$ cat src/rtl/baccarat_statemachine.sv
// baccarat_statemachine
// Control FSM for a baccarat table. It deals the first four cards, applies
// the player and banker third-card rules, and then lights the winner.
// Every output is decoded from registered state only.
//
// Ports
//   slow_clock       in   game clock; all state changes happen on its rising edge
//   resetb           in   synchronous, active-low reset
//   dscore[3:0]      in   banker hand score
//   pscore[3:0]      in   player hand score
//   pcard3[3:0]      in   value of the player's third card
//   load_pcard1..3   out  player card-load strobes (one-hot while dealing)
//   load_dcard1..3   out  dealer card-load strobes (one-hot while dealing)
//   player_win_light out  player wins (both lights are on for a tie)
//   dealer_win_light out  dealer wins (both lights are on for a tie)
module baccarat_statemachine (
  input  logic       slow_clock,
  input  logic       resetb,
  input  logic [3:0] dscore,
  input  logic [3:0] pscore,
  input  logic [3:0] pcard3,
  output logic       load_pcard1,
  output logic       load_pcard2,
  output logic       load_pcard3,
  output logic       load_dcard1,
  output logic       load_dcard2,
  output logic       load_dcard3,
  output logic       player_win_light,
  output logic       dealer_win_light
);

  typedef enum logic [2:0] {
    P1, D1, P2, D2, P3, D3, CALC, RESULT
  } state_t;

  state_t state_q, state_d;
  logic   pwin_q, pwin_d;
  logic   dwin_q, dwin_d;

  // Banker third-card rule, applied once the player has drawn a third card.
  // Score and card values above 9 are compared as-is.
  function automatic logic banker_draws(input logic [3:0] ds, input logic [3:0] pc);
    logic draw;
    draw = 1'b0;
    if (ds <= 4'd2)       draw = 1'b1;
    else if (ds == 4'd3)  draw = (pc != 4'd8);
    else if (ds == 4'd4)  draw = (pc >= 4'd2) && (pc <= 4'd7);
    else if (ds == 4'd5)  draw = (pc >= 4'd4) && (pc <= 4'd7);
    else if (ds == 4'd6)  draw = (pc >= 4'd6) && (pc <= 4'd7);
    return draw;
  endfunction

  always_ff @(posedge slow_clock) begin
    if (!resetb) begin
      state_q <= P1;
      pwin_q  <= 1'b0;
      dwin_q  <= 1'b0;
    end else begin
      state_q <= state_d;
      pwin_q  <= pwin_d;
      dwin_q  <= dwin_d;
    end
  end

  always_comb begin
    state_d = state_q;
    pwin_d  = 1'b0;
    dwin_d  = 1'b0;
    case (state_q)
      P1:   state_d = D1;
      D1:   state_d = P2;
      P2:   state_d = D2;
      D2: begin
        if ((pscore >= 4'd8) || (dscore >= 4'd8)) state_d = CALC;
        else if (pscore <= 4'd5)                  state_d = P3;
        else if (dscore <= 4'd5)                  state_d = D3;
        else                                      state_d = CALC;
      end
      P3:   state_d = banker_draws(dscore, pcard3) ? D3 : CALC;
      D3:   state_d = CALC;
      CALC: begin
        // The lights are captured from the final scores as RESULT is entered.
        state_d = RESULT;
        pwin_d  = (pscore >= dscore);
        dwin_d  = (dscore >= pscore);
      end
      RESULT: begin
        state_d = RESULT;
        pwin_d  = pwin_q;
        dwin_d  = dwin_q;
      end
      default: state_d = P1;
    endcase
  end

  // The win lights are nonzero only while in RESULT, so they are driven
  // straight from their registers.
  assign load_pcard1      = (state_q == P1);
  assign load_dcard1      = (state_q == D1);
  assign load_pcard2      = (state_q == P2);
  assign load_dcard2      = (state_q == D2);
  assign load_pcard3      = (state_q == P3);
  assign load_dcard3      = (state_q == D3);
  assign player_win_light = pwin_q;
  assign dealer_win_light = dwin_q;

endmodule

$ cat config.mk
export PLATFORM = sky130hd
export DESIGN_NAME = baccarat_statemachine
export DESIGN_NICKNAME = d
export VERILOG_FILES = /design/src/rtl/baccarat_statemachine.sv
export SDC_FILE = /design/constraint.sdc
export NUM_CORES = 1
export LEC_CHECK = 0
export CAP_MARGIN = 20
export CORE_AREA = 2 2 39 41
export DETAILED_ROUTE_END_ITERATION = 16
export DIE_AREA = 0 0 41 43
export HOLD_SLACK_MARGIN = 0.02
export PLACE_DENSITY = 0.8
export REMOVE_ABC_BUFFERS = 1
export SLEW_MARGIN = 20
export SYNTH_ARGS = -nofsm -noshare
export SYNTH_HDL_FRONTEND = slang
export SYNTH_SLANG_ARGS = --single-unit
$ cat constraint.sdc
create_clock -name slow_clock -period 2.8 [get_ports slow_clock]
set_input_delay 0.56 -clock slow_clock [delete_from_list [all_inputs] [get_ports slow_clock]]
set_output_delay 0.56 -clock slow_clock [all_outputs]
set_load 0.01 [all_outputs]
==> flow_summary.json <==
{
  "die_area_um2": 1760,
  "worstSetupPathType": "reg -> out",
  "p_int_uw": 180,
  "switching_share_pct": 28.2,
  "yosys_warnings": 0,
  "synth_cells": 57,
  "insertion_delay_ps": 240,
  "layout.cells.non_filler": 95,
  "cp_num_buf_inv": 1,
  "timing.final.crit_share_pct": 77.5,
  "post-cts-setup-buffer-count": 0,
  "synth.ff_latch_count": 5,
  "slew_viol_final": 0,
  "rsz0062_at_grt": "no",
  "end_kind": "primary output",
  "initial_core_util_pct": 32.5,
  "drc": 0,
  "cts_hold_buf": 0,
  "setup_tns_ps": 0,
  "timing.final.crit_period_ps": 2170,
  "layout_common_cells": "clkdlybuf4s50_1, inv_1, dfxtp_1",
  "path_cells": "nor3b_1 -> clkdlybuf4s50_1",
  "drv_cap": 0,
  "power_frac_clock_pct": 32.1,
  "grt_pass1_vias": 467,
  "worst_path_max_delay_cell": "dfxtp_1",
  "num_io_pins": 22,
  "io_buffers": 21,
  "leakage_uw": 0.000290,
  "grt_max_degree": 13,
  "p_per_area_nw_per_um2": 363,
  "grt_pass1_wl_um": 1750,
  "dp_cells": 91,
  "path_delay_family": "flip-flops",
  "coreArea_um2": 1380,
  "row_count": 14,
  "fin_util_pct": 49.9,
  "synthDistinctLibCells": 30,
  "htreeDepth": 1,
  "syn_area_um2": 450,
  "status": "finished, final reports clean",
  "cts_resized": 0,
  "seqPwrFrac_pct": 35.6,
  "clock_path_buffers": 2,
  "slew_headroom_pct": 71.7,
  "antennaDiodeCount": 0,
  "p_switching_uw": 70.6,
  "hold_viol_final": 0,
  "power_uw": 251,
  "dp_hpwl_um": 884,
  "track_usage_pct": 14.6,
  "fp.dieW_um": 41,
  "fmax_ghz": 0.461,
  "vdd_drop_max_mv": 0.326,
  "ys_seq_area_share_pct": 22.2,
  "nNetsFinal": 98,
  "routed_via_density": 5.08,
  "wirelength_um": 1060,
  "postRouteAntennaNets": 0,
  "clkSlewWorstSetupHoldPaths_ps": 40,
  "area_growth_pct": 53.3,
  "die_h_um": 43,
  "num_vias": 483,
  "skew_ps": 1.97,
  "drtPass1Iterations": 3,
  "worstPathRequired_ps": 2240,
  "cts_tree": "done",
  "syn_area_per_cell_um2": 7.90,
  "path_max_fanout": 12,
  "cp-start-kind": "register",
  "layout_commonest_cell": "clkdlybuf4s50_1",
  "gp_congestion": 0.756,
  "fillCellCount": 145,
  "clock-sinks": 5,
  "drt-initial-drc-count": 2,
  "antenna_found_initial": 0,
  "worstMarginPinSlew_ps": 423,
  "drive_above_1_share_pct": 5.06,
  "cp_data_arrival_time_ps": 1610,
  "wl_per_cell_um": 11.1,
  "cts_root_buffer": "clkbuf_4",
  "p_comb_share_pct": 32.2,
  "grt_overflow_total": 0,
  "min_path_type": "reg -> reg",
  "setup_viol": 0,
  "cpPeakStageDelay_ps": 570,
  "cts_buffers": 3
}
==> power by group through the flow <==
stage	Sequential (uW)	Clock, uW	Combinational (uW)
after floorplan	87.4	0	37.6
after global placement	90.0	0	79.0
after detailed placement	90.5	0	81.0
after CTS	89.2	84.9	81.4
after global routing	90.6	90.7	89.1
final	89.3	80.5	80.7
==> worst paths after layout <==
path                                  from                       endpoint  slack [ps]  depth (start not counted)
min reg2reg  dealer_win_light$_SDFFE_PN0N_  dealer_win_light$_SDFFE_PN0N_         530                          3
max reg2reg          state_q[0]$_SDFF_PN0_          state_q[0]$_SDFF_PN0_        1350                          4
max                  state_q[0]$_SDFF_PN0_                    load_dcard1         630                          2
min          dealer_win_light$_SDFFE_PN0N_  dealer_win_light$_SDFFE_PN0N_         530                          3
==> per-stage QoR <==
step           hold WS, ps  setup slack (ps)  area (um^2)
6_report               534               630          691
5_1_grt                584               553          691
4_1_cts                545               616          691
3_5_place_dp           539               677          664
3_3_place_gp           524               694          664
2_1_floorplan          523              1290          434
==> cells by family after synthesis <==
family / synth area share, %
AO/OA/AOI/OAI: 27.5
buffers and inverters: 10.3
flip-flops: 22.2
adder cells (fa/ha/maj): 11.1
AND/OR/NAND/NOR: 28.9
==> per-layer routing <==
metal | track usage, % | vias to the layer above | routed length, um
li1 | - | 250 | -
met2 | 24.4 | 13 | 556
met5 | 0 | - | 0
met4 | 4.00 | 0 | 8
met3 | 8.38 | 2 | 60
met1 | 14.5 | 218 | 429
==> sequential cells by signal (all words and copies together), names as in the netlist <==
register,count
state_q,3
player_win_light,1
dealer_win_light,1
==> tightest hold or removal path, stage by stage (launching register included) <==
cell and delay [ps]:
dfxtp_1 300, inv_1 50, a21o_1 100, a31oi_1 40
==> synthesized netlist by cell type <==
library cell / count / area share, %
ha_1: 4 / 11
a21oi_1: 3 / 3.3
nor2b_1: 3 / 4.2
nor3_1: 1 / 1.1
and3b_1: 1 / 1.9
o311a_1: 1 / 2.2
nor3b_1: 3 / 5.0
o311ai_1: 1 / 1.9
a221o_1: 1 / 2.2
a21boi_1: 1 / 1.7
nand2b_1: 1 / 1.4
nand2_1: 4 / 3.3
nand3b_4: 1 / 4.4
clkbuf_1: 1 / 0.83
buf_2: 1 / 1.1
nor2_1: 2 / 1.7
a21o_1: 1 / 1.7
or3b_1: 1 / 1.9
inv_1: 8 / 6.7
a2111oi_1: 1 / 2.2
nand4_1: 1 / 1.4
o21ai_1: 1 / 1.1
dfxtp_1: 5 / 22
a31oi_1: 2 / 2.8
a41oi_1: 2 / 3.9
o21ai_0: 1 / 1.1
nand3_1: 1 / 1.1
o21a_1: 2 / 3.3
or2_1: 1 / 1.4
buf_4: 1 / 1.7
==> area by class of cell <==
type | count | area (um^2) | share of cell area (%)
inverters | 8 | 30.0 | 4.35
flip-flops and latches | 5 | 100 | 14.5
repair buffers | 21 | 210 | 30.4
clock buffers | 4 | 26.3 | 3.80
multi-input cells | 41 | 304 | 44.0
well taps | 16 | 20.0 | 2.90
(Power assumes the default switching activity.)
